[src/rtl/mem_read_port.sv]
// ============================================================================
// mem_read_port
// ----------------------------------------------------------------------------
// Per-agent read front end for the multi-port RAM. Turns a valid/ready read
// request stream into the RAM's fixed-latency rden/rdaddr strobes, realigns
// the returning rddata through a valid-bit pipe, and buffers it in a small
// response FIFO that drives a valid/ready response stream.
//
// Flow control is credit based. One credit is held for every FIFO slot. A
// request consumes a credit when it is issued, and the credit comes back when
// its response is popped. So the FIFO occupancy plus the reads still in
// flight can never exceed FIFO_DEPTH. Data returning from the RAM therefore
// always has a free slot and is never dropped.
//
// Handshake rule for both streams: a transfer happens on a rising edge of
// aclk where valid && ready are both high. A producer holds valid (and its
// payload) until that edge. Here req_ready and rsp_valid depend only on
// registered state and aresetn, never on req_valid or rsp_ready.
//
// Optional feature (macro MEM_RDPORT_STATS_EN):
//   When defined, adds output stall_cnt. It is a 16-bit saturating count of
//   cycles with req_valid && !req_ready. Only reset clears it.
//
// Parameters:
//   ADDR_WIDTH  RAM address width
//   DATA_WIDTH  RAM data width
//   RD_LATENCY  cycles from mem_rden high to mem_rddata valid (>= 1)
//   FIFO_DEPTH  response FIFO entries (power of two, >= 2)
//
// Ports:
//   aclk        clock
//   aresetn     synchronous active-low reset
//   req_valid   read request valid
//   req_ready   request accepted when req_valid && req_ready
//   req_addr    read address
//   rsp_valid   response data valid
//   rsp_ready   consumer accepts response
//   rsp_data    read data, returned in request order
//   mem_rden    RAM read enable (combinational issue)
//   mem_rdaddr  RAM read address (follows req_addr)
//   mem_rddata  RAM read data, valid RD_LATENCY cycles after mem_rden
//   stall_cnt   stall statistics (MEM_RDPORT_STATS_EN only)
// ============================================================================
module mem_read_port #(
    parameter int ADDR_WIDTH = 8,
    parameter int DATA_WIDTH = 32,
    parameter int RD_LATENCY = 2,
    parameter int FIFO_DEPTH = 4
) (
    input  logic                  aclk,
    input  logic                  aresetn,
    input  logic                  req_valid,
    output logic                  req_ready,
    input  logic [ADDR_WIDTH-1:0] req_addr,
    output logic                  rsp_valid,
    input  logic                  rsp_ready,
    output logic [DATA_WIDTH-1:0] rsp_data,
    output logic                  mem_rden,
    output logic [ADDR_WIDTH-1:0] mem_rdaddr,
    input  logic [DATA_WIDTH-1:0] mem_rddata
`ifdef MEM_RDPORT_STATS_EN
    ,
    output logic [15:0]           stall_cnt
`endif
);

    localparam int PTR_W = $clog2(FIFO_DEPTH);
    localparam int CNT_W = PTR_W + 1;
    localparam logic [CNT_W-1:0] CREDIT_INIT = CNT_W'(FIFO_DEPTH);

    // ------------------------------------------------------------------
    // Internal signals
    // ------------------------------------------------------------------
    logic                  w_issue;
    logic                  w_pop;
    logic                  w_push;
    logic                  w_empty;
    logic                  w_full;

    logic [CNT_W-1:0]      r_credits;
    logic [RD_LATENCY-1:0] r_pipe;
    logic [CNT_W-1:0]      r_wr_ptr;
    logic [CNT_W-1:0]      r_rd_ptr;
    logic [DATA_WIDTH-1:0] r_fifo [FIFO_DEPTH];

    // ------------------------------------------------------------------
    // Request side: issue straight through to the RAM in the accept cycle.
    // req_ready is forced low during reset, so nothing issues while the
    // credit counter and pipe are being cleared.
    // ------------------------------------------------------------------
    assign req_ready  = aresetn && (r_credits != '0);
    assign w_issue    = req_valid && req_ready;
    assign mem_rden   = w_issue;
    assign mem_rdaddr = req_addr;

    // ------------------------------------------------------------------
    // Response side handshake
    // ------------------------------------------------------------------
    assign rsp_valid = !w_empty;
    assign w_pop     = rsp_valid && rsp_ready;

    // ------------------------------------------------------------------
    // Credit counter. An issue and a pop in the same cycle cancel. A credit
    // freed by a pop only shows up on req_ready in the next cycle.
    // ------------------------------------------------------------------
    always_ff @(posedge aclk) begin
        if (!aresetn) begin
            r_credits <= CREDIT_INIT;
        end else begin
            case ({w_issue, w_pop})
                2'b10:   r_credits <= r_credits - CNT_W'(1);
                2'b01:   r_credits <= r_credits + CNT_W'(1);
                default: r_credits <= r_credits;
            endcase
        end
    end

    // ------------------------------------------------------------------
    // Latency pipe: one valid bit per RAM pipeline stage. The tail bit
    // marks the cycle in which mem_rddata belongs to an issued read.
    // Clearing it on reset makes late RAM data arriving after reset
    // invisible.
    // ------------------------------------------------------------------
    generate
        if (RD_LATENCY == 1) begin : g_pipe_single
            always_ff @(posedge aclk) begin
                if (!aresetn) begin
                    r_pipe <= '0;
                end else begin
                    r_pipe <= w_issue;
                end
            end
        end else begin : g_pipe_multi
            always_ff @(posedge aclk) begin
                if (!aresetn) begin
                    r_pipe <= '0;
                end else begin
                    r_pipe <= {r_pipe[RD_LATENCY-2:0], w_issue};
                end
            end
        end
    endgenerate

    assign w_push = r_pipe[RD_LATENCY-1];

    // ------------------------------------------------------------------
    // Response FIFO. The pointers carry one extra wrap bit. Equal pointers
    // mean empty. Equal index bits with different wrap bits mean full.
    // ------------------------------------------------------------------
    assign w_empty = (r_wr_ptr == r_rd_ptr);
    assign w_full  = (r_wr_ptr[PTR_W] != r_rd_ptr[PTR_W]) &&
                     (r_wr_ptr[PTR_W-1:0] == r_rd_ptr[PTR_W-1:0]);

    always_ff @(posedge aclk) begin
        if (!aresetn) begin
            r_wr_ptr <= '0;
            r_rd_ptr <= '0;
        end else begin
            if (w_push) begin
                r_wr_ptr <= r_wr_ptr + CNT_W'(1);
            end
            if (w_pop) begin
                r_rd_ptr <= r_rd_ptr + CNT_W'(1);
            end
        end
    end

    // Storage needs no reset: an entry is only visible once the write
    // pointer has moved past it.
    always_ff @(posedge aclk) begin
        if (w_push) begin
            r_fifo[r_wr_ptr[PTR_W-1:0]] <= mem_rddata;
        end
    end

    // The head entry only changes when the read pointer moves. So rsp_data
    // holds steady while rsp_valid && !rsp_ready.
    assign rsp_data = r_fifo[r_rd_ptr[PTR_W-1:0]];

    // ------------------------------------------------------------------
    // Credits make these unreachable. They flag a broken credit loop in
    // simulation.
    // ------------------------------------------------------------------
    always_ff @(posedge aclk) begin
        if (aresetn && w_push) begin
            assert (!w_full)
                else $error("mem_read_port: response FIFO written while full");
        end
        if (aresetn) begin
            assert (r_credits <= CREDIT_INIT)
                else $error("mem_read_port: credit counter above FIFO_DEPTH");
        end
    end

`ifdef MEM_RDPORT_STATS_EN
    // ------------------------------------------------------------------
    // Stall statistics: cycles in which the agent wanted to issue but had
    // no credit. The count saturates instead of wrapping, so a full-scale
    // value means "at least this many".
    // ------------------------------------------------------------------
    logic [15:0] r_stall_cnt;

    always_ff @(posedge aclk) begin
        if (!aresetn) begin
            r_stall_cnt <= '0;
        end else if (req_valid && !req_ready && (r_stall_cnt != 16'hFFFF)) begin
            r_stall_cnt <= r_stall_cnt + 16'd1;
        end
    end

    assign stall_cnt = r_stall_cnt;
`endif

endmodule

[config.mk]
export PLATFORM = sky130hd
export DESIGN_NAME = mem_read_port
export DESIGN_NICKNAME = d
export VERILOG_FILES = /design/src/rtl/mem_read_port.sv
export SDC_FILE = /design/constraint.sdc
export NUM_CORES = 1
export LEC_CHECK = 0
export ABC_AREA = 1
export BUFFER_PORTS_ARGS = -buffer_cell sky130_fd_sc_hd__buf_2
export CORE_ASPECT_RATIO = 0.6
export CORE_MARGIN = 3
export CORE_UTILIZATION = 50
export DETAILED_ROUTE_END_ITERATION = 12
export PLACE_DENSITY = 0.77
export SLEW_MARGIN = 5
export SYNTH_ARGS = -nofsm -noshare
export SYNTH_HDL_FRONTEND = slang
export SYNTH_SLANG_ARGS = --single-unit
[constraint.sdc]
create_clock -name aclk -period 1.8 [get_ports aclk]
set_input_delay 0.18 -clock aclk [delete_from_list [all_inputs] [get_ports aclk]]
set_output_delay 0.18 -clock aclk [all_outputs]
set_load 0.02 [all_outputs]
==> summary.md <==
| Metric | Value |
|---|---|
| Outcome | `finished, final reports clean` |
| Sequential area share after synthesis | `75.06%` |
| Die area | `12270 µm²` |
| WS Path Type | `register to output pin` |
| Post-DP HPWL | `6.854 mm` |
| Net count after synthesis | `455` |
| CP Capture Type | `output pin` |
| CTS tree | `yes` |
| Setup WS pre-CTS | `-0.1466 ns` |
| Antenna violations before repair | `0` |
| Layout cells sized above 1 | `29.37%` |
| # setup viols final | `0` |
| Hold WC Path Type | `primary input to register` |
| Synthesis-to-finish area growth | `31.92%` |
| CP max FO | `64` |
| Routed wire length | `11.96 mm` |
| Peak supply drop | `0.8802 mV` |
| DRC viols | `0` |
| Total Routing Usage GR | `19.96%` |
| Tmin final | `1.798 ns` |
| Most common cell in the synthesized netlist | `edfxtp_1` |
| GP Congestion | `0.7613` |
| Power Dens Cells | `1309 nW/µm²` |
| Fin. Hold Viols | `0` |
| First-pass GRT wire length | `18.43 mm` |
| Post-route cell area | `7213 µm²` |
| CTS Sinks | `141` |
| Clk root buf | `clkbuf_16` |
| Die H | `87 µm` |
| Post-Syn Area | `5468 µm²` |
| Number of buffers inserted by port buffering | `70` |
| Post-route ant nets | `0` |
| Routed vias | `3549` |
| Final Skew | `0.009217 ns` |
| Antenna Cells | `0` |
| Unrepaired setup endpoints after global routing | `yes` |
| Final Cycle Share | `99.88%` |
| Max Cap Viol | `0` |
| CP arrival | `1.62 ns` |
| Synthesis-stage register bit count | `141` |
| Clk slew on worst S/H paths | `0.06 ns` |
| Post-DP Area | `6045 µm²` |
| Clock latency on the worst-skew pair | `0.42 ns` |
| Synth top area share | `70.30%` |
| Worst R2R Setup Slack | `0.03 ns` |
| Hold_ws | `0.01296 ns` |
| Avg WL per Cell | `17.78 µm` |
| Worst endpoint required time | `1.62 ns` |
| Synth Instances | `404` |
| Post-synth cell types | `22` |
| # nets final | `576` |
| Ports | `87` |
| Initial core utilization | `53.27%` |
| Cell row count | `28` |
| Area contributors post-synth | `edfxtp_1, nor2_1, o21ai_0, dfxtp_1, o22ai_1` |
| Post-synth EDFFs | `128` |
| Sequential cell area | `4123 µm²` |
| Synthesized area per cell | `13.53 µm²` |
| DIE WIDTH | `141.0 µm` |
| Final-report max-slew violation count | `0` |
| Max Freq | `556.2 MHz` |
| Worst relative slew slack | `79.30%` |
| Drt first pass iters | `5` |
| Multi-input logic area | `1140 µm²` |
| Vias in the first global route | `3625` |
| Slew @ Worst Pin | `0.3105 ns` |
| Max Root-Sink Buffers | `2` |
| Largest net degree at the start of global routing | `65` |
| Final WS setup | `0.002199 ns` |
| Ys async rst share | `0%` |
| Total CTS buffers | `17` |
| Area leader, netlist | `edfxtp_1` |
| Dominant synthesized flop cell | `edfxtp_1` |
| Commonest cells post-synth | `edfxtp_1, nor2_1, o21ai_0` |
| Fill cell count | `693` |
| Pleak | `0.002709 µW` |
| Synth warnings | `0` |
| Iteration-0 DRC Markers | `360` |
| H-Tree Depth | `4` |
| Gr ovfl total | `0` |
| Placeable Area | `10260 µm²` |
| DR vias/cell | `5.273` |
| Crit start category | `register` |
## routing by layer
layer | vias to the layer above | wire, µm | track usage, %
met4 | 0 | 44 | 6.069
li1 | 1707 | - | -
met5 | - | 0 | 0
met2 | 145 | 5762 | 32.38
met3 | 6 | 994 | 6.473
met1 | 1691 | 5161 | 26.15
## worst paths after layout
kind	from	end	cells past startpoint
worst max register to register	r_wr_ptr[1]$_SDFFE_PN0P_	r_credits[2]$_SDFFE_PN1P_	12
worst max-delay path	register	rsp_data[10]	4
worst min-delay path	mem_rddata[4]	r_fifo[0][4]$_DFFE_PP_	1
worst min register to register	r_pipe[0]$_SDFF_PN0_	r_pipe[1]$_SDFF_PN0_	2
## power breakdown
part | total [µW] | leakage (µW) | internal (µW) | switching [µW]
clock network | 3580 | 0.000294 | 2300 | 1280
logic | 2070 | 0.00115 | 879 | 1200
registers | 3790 | 0.00127 | 3700 | 94.7
## critical path, stage by stage, from the launching register on
cell and delay [ns]:
dfxtp_4 0.40, inv_12 0.20, nor2_1 0.08, o22ai_1 0.26, buf_2 0.22
## state kept, by name, indices dropped and copies added, names as in the netlist, named ones only
name and count:
r_pipe 2, r_credits 3, r_wr_ptr 3, r_rd_ptr 3
r_fifo 128
## layout by cell type (no fill, tap or decap), types with 2 or more instances in the layout
| cell type | synthesis | routed |
|---|---|---|
| inv_1 | 19 | 15 |
| dfxtp_4 | 0 | 2 |
| o21ai_0 | 53 | 49 |
| nand3_1 | 3 | 3 |
| edfxtp_1 | 128 | 128 |
| clkbuf_1 | 2 | 2 |
| o21ai_1 | 17 | 21 |
| bufinv_16 | 0 | 4 |
| buf_4 | 12 | 44 |
| ha_1 | 6 | 5 |
| buf_2 | 8 | 45 |
| nand2_2 | 0 | 5 |
| clkinv_1 | 0 | 3 |
| clkinv_2 | 0 | 3 |
| dfxtp_2 | 0 | 9 |
| o22ai_1 | 32 | 30 |
| clkbuf_16 | 0 | 18 |
| buf_12 | 0 | 7 |
| inv_2 | 2 | 5 |
| o22ai_2 | 0 | 2 |
| nor2_1 | 72 | 71 |
| nand2_1 | 17 | 12 |
| a21oi_1 | 8 | 8 |
| dfxtp_1 | 13 | 2 |
| dlygate4sd3_1 | 0 | 30 |
## layout make-up
| type | count | share of cell area [%] |
|---|---|---|
| Sequential cell | 141 | 57.16 |
| Multi-Input combinational cell | 213 | 15.80 |
| Timing Repair Buffer | 130 | 14.97 |
| Clock buffer | 19 | 6.002 |
| Clock inverter | 13 | 2.376 |
| Tap cell | 135 | 2.342 |
| Inverter | 22 | 1.353 |
## stage by stage
| stage | total power (µW) | util (%) | cells | setup TNS (ns) |
|---|---|---|---|---|
| after floorplan | 4964 | - | 404 | -0.004806 |
| final | 9445 | 70.27 | 673 | 0 |
| after global placement | 5503 | 58.89 | 602 | 0 |
| after CTS | 9311 | 68.97 | 669 | -0.002926 |
| after global routing | 9806 | 70.27 | 673 | -1.184 |
| after detailed placement | 5557 | 58.89 | 602 | -0.1466 |
## timing repair
item                                    CTS  global route
hold buffers                             30             0
buffers inserted                          4             3
gates resized for setup                  29            33
endpoints found under the setup margin   33            30
cloned                                    1             1
pin swaps                                 2            10
hold endpoints to repair                117             0
## cell families after synthesis
logic type                 synth area share (%)
xor gates and xnor gates                 0.3204
AOI/OAI and AO/OA                         10.96
and+or+nand+nor                           6.567
buffers and inverters                     5.355
adders and majority gates                 1.739
DFF                                       75.06
No activity file was read; power rests on OpenSTA's default activity.
